File: src/rtl/rfa_pkg.sv
// Shared constants for the register-file access arbiter.
// Queue index constants double as bit positions in req/grant and in
// execvgprsgpr_select_fu[7:0].
package rfa_pkg;

  localparam int unsigned NUM_REQ   = 8;
  localparam int unsigned SEL_WIDTH = 16;
  localparam int unsigned PTR_WIDTH = $clog2(NUM_REQ);

  localparam int unsigned IDX_SIMD0 = 0;
  localparam int unsigned IDX_SIMD1 = 1;
  localparam int unsigned IDX_SIMD2 = 2;
  localparam int unsigned IDX_SIMD3 = 3;
  localparam int unsigned IDX_SIMF0 = 4;
  localparam int unsigned IDX_SIMF1 = 5;
  localparam int unsigned IDX_SIMF2 = 6;
  localparam int unsigned IDX_SIMF3 = 7;

endpackage

File: src/rtl/rr_arbiter_8.sv
// Rotating-priority arbiter over eight requesters.
// Ports:
//   clk_i   - rising-edge clock
//   rst_ni  - asynchronous active-low reset (pointer returns to 0)
//   req_i   - request vector, one bit per requester
//   gnt_o   - one-hot grant, combinational from req_i and the pointer
// The pointer names the requester with highest priority; after a grant it
// moves to the index just past the winner, otherwise it holds.
module rr_arbiter_8
  import rfa_pkg::*;
(
  input  logic               clk_i,
  input  logic               rst_ni,
  input  logic [NUM_REQ-1:0] req_i,
  output logic [NUM_REQ-1:0] gnt_o
);

  logic [PTR_WIDTH-1:0] ptr_q, ptr_d;
  logic [PTR_WIDTH-1:0] idx;
  logic [PTR_WIDTH-1:0] gnt_idx;
  logic                 found;

  // Scan ptr, ptr+1, ... modulo NUM_REQ; the 3-bit add wraps for free.
  always_comb begin
    gnt_o   = '0;
    found   = 1'b0;
    gnt_idx = ptr_q;
    idx     = '0;
    for (int unsigned k = 0; k < NUM_REQ; k++) begin
      idx = ptr_q + PTR_WIDTH'(k);
      if (!found && req_i[idx]) begin
        found      = 1'b1;
        gnt_idx    = idx;
        gnt_o[idx] = 1'b1;
      end
    end
    ptr_d = found ? gnt_idx + PTR_WIDTH'(1) : ptr_q;
  end

  always_ff @(posedge clk_i or negedge rst_ni) begin
    if (!rst_ni) begin
      ptr_q <= '0;
    end else begin
      ptr_q <= ptr_d;
    end
  end

endmodule

File: src/rtl/rfa.sv
// Register-file access arbiter: picks at most one of the eight FU result
// queues (simd0..3, simf0..3) per cycle for the VGPR/SGPR write path.
// Ports:
//   clk, rst                   - clock, asynchronous active-low reset
//   simdN/simfN_queue_entry_valid     - queue has a pending write
//   simdN/simfN_queue_entry_serviced  - one-cycle grant/pop strobe
//   execvgprsgpr_select_fu     - one-hot FU select; upper 8 bits reserved (0)
// Requests are masked by rst so outputs are 0 in reset even with X valids.
module rfa
  import rfa_pkg::*;
(
  input  logic                 clk,
  input  logic                 rst,
  input  logic                 simd0_queue_entry_valid,
  input  logic                 simd1_queue_entry_valid,
  input  logic                 simd2_queue_entry_valid,
  input  logic                 simd3_queue_entry_valid,
  input  logic                 simf0_queue_entry_valid,
  input  logic                 simf1_queue_entry_valid,
  input  logic                 simf2_queue_entry_valid,
  input  logic                 simf3_queue_entry_valid,
  output logic                 simd0_queue_entry_serviced,
  output logic                 simd1_queue_entry_serviced,
  output logic                 simd2_queue_entry_serviced,
  output logic                 simd3_queue_entry_serviced,
  output logic                 simf0_queue_entry_serviced,
  output logic                 simf1_queue_entry_serviced,
  output logic                 simf2_queue_entry_serviced,
  output logic                 simf3_queue_entry_serviced,
  output logic [SEL_WIDTH-1:0] execvgprsgpr_select_fu
);

  logic [NUM_REQ-1:0] valid;
  logic [NUM_REQ-1:0] req;
  logic [NUM_REQ-1:0] gnt;

  always_comb begin
    valid            = '0;
    valid[IDX_SIMD0] = simd0_queue_entry_valid;
    valid[IDX_SIMD1] = simd1_queue_entry_valid;
    valid[IDX_SIMD2] = simd2_queue_entry_valid;
    valid[IDX_SIMD3] = simd3_queue_entry_valid;
    valid[IDX_SIMF0] = simf0_queue_entry_valid;
    valid[IDX_SIMF1] = simf1_queue_entry_valid;
    valid[IDX_SIMF2] = simf2_queue_entry_valid;
    valid[IDX_SIMF3] = simf3_queue_entry_valid;
  end

  // AND with rst resolves X valids to 0 while reset is asserted.
  assign req = valid & {NUM_REQ{rst}};

  rr_arbiter_8 u_arb (
    .clk_i  (clk),
    .rst_ni (rst),
    .req_i  (req),
    .gnt_o  (gnt)
  );

  assign simd0_queue_entry_serviced = gnt[IDX_SIMD0];
  assign simd1_queue_entry_serviced = gnt[IDX_SIMD1];
  assign simd2_queue_entry_serviced = gnt[IDX_SIMD2];
  assign simd3_queue_entry_serviced = gnt[IDX_SIMD3];
  assign simf0_queue_entry_serviced = gnt[IDX_SIMF0];
  assign simf1_queue_entry_serviced = gnt[IDX_SIMF1];
  assign simf2_queue_entry_serviced = gnt[IDX_SIMF2];
  assign simf3_queue_entry_serviced = gnt[IDX_SIMF3];

  assign execvgprsgpr_select_fu = SEL_WIDTH'(gnt);

endmodule

File: config.mk
export PLATFORM = sky130hd
export DESIGN_NAME = rfa
export DESIGN_NICKNAME = d
export VERILOG_FILES = /design/src/rtl/rfa_pkg.sv /design/src/rtl/rr_arbiter_8.sv /design/src/rtl/rfa.sv
export SDC_FILE = /design/constraint.sdc
export NUM_CORES = 1
export LEC_CHECK = 0
export ABC_AREA = 1
export BUFFER_PORTS_ARGS = -buffer_cell sky130_fd_sc_hd__clkbuf_2
export CORE_MARGIN = 2
export CORE_UTILIZATION = 56
export CTS_CLUSTER_DIAMETER = 100
export CTS_CLUSTER_SIZE = 20
export DETAILED_ROUTE_END_ITERATION = 8
export GPL_ROUTABILITY_DRIVEN = 0
export GPL_TIMING_DRIVEN = 0
export PLACE_DENSITY = 0.9
export SETUP_SLACK_MARGIN = 0.05
export SYNTH_ARGS = -nofsm -noshare
export SYNTH_HDL_FRONTEND = slang
export SYNTH_SLANG_ARGS = --single-unit
File: constraint.sdc
create_clock -name clk -period 4.5 [get_ports clk]
set_input_delay 0 -clock clk [delete_from_list [all_inputs] [get_ports clk]]
set_output_delay 0 -clock clk [all_outputs]
set_load 0.01 [all_outputs]
---- After elaboration in Yosys (flattened, before gate mapping) ----
Index checks and enable logic that the tools add are counted.
word-level totals
  bits of input ports ..................... 10
  flip-flop bits (word level) ............. 3
  logic and storage cells ................. 110
  output and inout bits ................... 24
operators by class
  mux-type cells .......................... 55
  magnitude comparators ................... 16
  bitwise logic cells ..................... 8
  add/sub/neg operators ................... 8
  reductions and logical operators ........ 22
operators with widths
  operator                                                            count
  two-way mux 8 bit                                                   8
  bitwise OR 8 bit                                                    7
  < comparator 3 x 4 -> 1 bit (second input constant)                 8
  binary-select mux 1 bit (select 3 bit)                              8
  demux 1 bit (select 3 bit)                                          8
  greater-or-equal comparator 3 x 1 -> 1 bit (second input constant)  8
  two-way mux 1 bit                                                   24
  two-way mux 3 bit                                                   7
  logical AND 1 bit                                                   15
  adder 3 bit (second input constant)                                 4
  bitwise AND 8 bit                                                   1
  zero test 1 bit                                                     7
  adder 3 x 1 -> 3 bit (second input constant)                        2
  adder 3 x 2 -> 3 bit (second input constant)                        2

---- Longest topological paths before layout ----
  word-level depth ........................ 26
  depth in mapped cells ................... 25
  depth with buffers taken out ............ 23

---- Modules after synthesis ----
From an unflattened synthesis, not the netlist that was laid out.
unflattened totals
  cell total of the unflattened synthesis .. 290
  area, all modules ....................... 1650.3 µm²
modules (own cells, without submodules)
  module        cells an instance  area each (µm²)  sequential area each (µm²)  times used
  rr_arbiter_8  256                1461.4           75.1                        1
  rfa           34                 188.9            0.0                         1

---- Least setup slack after synthesis ----
No wires, ideal clock.
  path type ............................... register to register
  from .................................... register u_arb.ptr_q[0]
  to ...................................... register u_arb.ptr_q[2]
  buffers on the path ..................... 3
  data required time ...................... 4382 ps
  arrival time ............................ 3037 ps
  clock period less this slack ............ 3155 ps
  setup time .............................. 118 ps
  cell stages (with the launch flop) ...... 23
  path slack .............................. 1345 ps
  path through ............................ dfrtp_1 inv_2 buf_6 clkbuf_1 ha_1 buf_4 inv_1 nand3_1 nand3_2 nand2_4 nor2_8 nand4_4 nor2_4 inv_1 o21ai_0 o22ai_1 nand2_1 o21ai_0 ha_1 inv_1 nand3_1 nand3_1 nand2_1
on the way
  word-level cells in the longest chain between the ends .. 25
  elaborated cells on any way between the ends .. 53
  classes of those cells .................. 8 x add/sub; 31 x mux; 14 x reduce/logical
ends and longest elaborated chain
  item                                                                           RTL line            RTL
  start: declaration                                                             rr_arbiter_8.sv:18  logic [PTR_WIDTH-1:0] ptr_q, ptr_d;
  start signal: assignment                                                       rr_arbiter_8.sv:44  ptr_q <= ptr_d;
  parallel branches: the longest is 25 deep, another holds adder 3 x 1 -> 3 bit  -
Several ways; the timed one is not identified. The select of a mux whose other input is x is not followed.
A chain may end at the register's enable or synchronous reset.

---- Final worst setup path ----
Same ends and word-level chain as after synthesis.

==> qor.csv <==
metric,value,unit
min_path_type,primary input to async pin,
io_buffers,25,
grt_pass1_wl,7680,um
diodes,0,
synthDominantCellAreaShare,0.183,
io_pins,34,
endpoint_kind,flip-flop,
syn_area,1660,um^2
drc,0,
largest_reg_flops,3,
largest_registers,u_arb.ptr_q x3,
arrival,3.83,ns
antenna_left,0,
yosysSeqAreaShare,0.0452,
synth_top_area_cell,nand2_1,
crit_family,simple AND/OR/NAND/NOR gates,
die_h,58.5,um
crit_required,4.61,ns
dpl.hpwl,3450,um
ys_ff_latch,3,
wl,4470,um
clockBufferDepth,2,
cts_setup_buffers,0,
cts_root_buf,clkbuf_4,
fin_crit_sh,0.827,
syn_avg_cell_area,5.85,um^2
regMostFlops,u_arb.ptr_q,
setup-tns-final,0,ns
fin_nets,339,
yosys-top-cells-count,"nand2_1, nand3_1, inv_1, buf_4, a21oi_1",
cts_tree,built,
core_area,2780,um^2
area_growth,13.6,%
rows,19,
max_freq,0.269,GHz
fp.dieW,58.5,um
hold_slack,0.103,ns
grt_start_max_net_pins,13,
syn_inst,284,
clk_pin_slew,0.04,ns
period_minus_slack,3.72,ns
die_area,3420,um^2
ctsResizeCount,0,
maxCapViolCount,0,
place_inst,347,
finClkSkew,0.00211,ns
status,"complete, no violations",
final_cells,352,
antenna_found_initial,0,
crit_buf_inv,7,
ys_warn_count,0,
path_max_fanout,10,
slew_viol_final,0,
drt_iter0_drc,138,
cts_sinks,3,
final-setup-viol-count,0,
placed_cell_area,1850,um^2
yosysMostFrequentCell,nand2_1,
numCtsBuffers,3,
drtPass1Iterations,5,
synthFlopType,dfrtp_1,
async_flop_share,1.00,
yosys.cell_types.count,38,
fin_area,1890,um^2
synth_edf_count,0,
routedWlPerCell,12.7,um
start_kind,flip-flop,
htreeDepth,1,
max_stage_delay,0.40,ns
start_util,0.597,
crit_slowest_cell,dfrtp_1,
vias,2038,
synthTopCellsByArea,"nand2_1, nand3_1, buf_4",
crit_chain,inv_2 -> buf_6 -> clkbuf_1 -> ha_1 -> buf_4 -> inv_1 -> nand3_1 -> nand3_2 -> nand2_4 -> nor2_8 -> nand4_4 -> nor2_4 -> inv_1 -> o21ai_0 -> o22ai_1 -> nand2_1 -> o21ai_0 -> ha_1 -> inv_1 -> nand3_1 -> nand3_1 -> nand2_1,
grt_overflow,0,
rsz0062_at_grt,false,
drive_above_1_share,0.262,
vias_per_cell,5.79,
grt_pass1_vias,1867,
grt_use_total,0.280,
clock_latency,0.23,ns
criticalPathCategory,flip-flop to flip-flop,
hold_viol_final,0,
[cell type report]
| type | instances | area, um^2 |
|---|---|---|
| fillers | 259 | 893 |
| well taps | 31 | 38.8 |
| repair buffers | 26 | 135 |
| plain buffers | 29 | 216 |
| inverters | 24 | 92.6 |
| flip-flops and latches | 3 | 75.1 |
| multi-input cells | 235 | 1300 |
| clock buffers | 4 | 26.3 |
[logic make-up after synthesis]
family          Yosys count  share of synthesized area
simple gates            171                      0.525
flops                     3                     0.0452
compound gates           48                      0.184
buf+inv                  53                      0.186
xor+xnor                  1                    0.00527
fa+ha+maj                 7                     0.0527
other cells               1                    0.00226
[stage by stage]
stage | setup WS (ns) | utilization
finish | 0.780 | 0.679
global route | 0.455 | 0.679
CTS | 0.844 | 0.679
detailed placement | 0.857 | 0.666
global placement | 0.898 | 0.666
floorplan | 1.34 | -
[worst register-to-register path, stage by stage, from the launching register on]
cell and delay [ns]:
dfrtp_1 0.40, inv_2 0.12, buf_6 0.16, clkbuf_1 0.39
ha_1 0.31, buf_4 0.17, inv_1 0.09, nand3_1 0.12
nand3_2 0.11, nand2_4 0.12, nor2_8 0.19, nand4_4 0.13
nor2_4 0.24, inv_1 0.15, o21ai_0 0.17, o22ai_1 0.10
nand2_1 0.05, o21ai_0 0.09, ha_1 0.23, inv_1 0.06
nand3_1 0.06, nand3_1 0.09, nand2_1 0.06
[metal layers]
metal	vias up	GRT usage	share of wire
li1	1028	-	-
met1	877	0.383	0.42
met2	123	0.425	0.44
met3	10	0.0440	0.12
met4	0	0.143	0.015
met5	-	0	0
[layout by cell type, fill, tap and decap left out, drive strengths merged, types with 2 or more instances in the layout]
| master | synthesis | routed |
|---|---|---|
| o221ai | 3 | 3 |
| nor2 | 9 | 9 |
| nand4 | 5 | 5 |
| a21oi | 15 | 15 |
| inv | 23 | 23 |
| or2 | 2 | 2 |
| nor3 | 13 | 13 |
| clkbuf | 4 | 33 |
| nand2 | 91 | 91 |
| o211ai | 9 | 9 |
| conb | 1 | 8 |
| o21ai | 10 | 10 |
| o22ai | 8 | 8 |
| dfrtp | 3 | 3 |
| buf | 25 | 25 |
| ha | 7 | 7 |
| nand3 | 51 | 51 |
[path summary, 6_finish.rpt]
| kind | from | slack (ns) | endpoint | cells past startpoint |
|---|---|---|---|---|
| setup / recovery | u_arb.ptr_q[0]$_DFFE_PN0P_ | 0.78 | u_arb.ptr_q[2]$_DFFE_PN0P_ | 22 |
| hold / removal | rst | 0.10 | u_arb.ptr_q[1]$_DFFE_PN0P_ | 2 |
| setup reg to reg | u_arb.ptr_q[0]$_DFFE_PN0P_ | 0.78 | u_arb.ptr_q[2]$_DFFE_PN0P_ | 22 |
| hold reg to reg | u_arb.ptr_q[2]$_DFFE_PN0P_ | 0.75 | u_arb.ptr_q[2]$_DFFE_PN0P_ | 3 |
| max in group asynchronous | rst | 4.27 | u_arb.ptr_q[0]$_DFFE_PN0P_ | 2 |
| min in group clk | simf3_queue_entry_valid | 0.48 | u_arb.ptr_q[2]$_DFFE_PN0P_ | 8 |
[repair_timing]
| action | in CTS | in global routing |
|---|---|---|
| endpoints found under the setup margin | 0 | 0 |
| hold buffers | 1 | 0 |
| endpoints found under the hold margin | 3 | 0 |
Power is not shown: default switching activity piles up to over one toggle a cycle in this logic, so the estimate is an artifact.
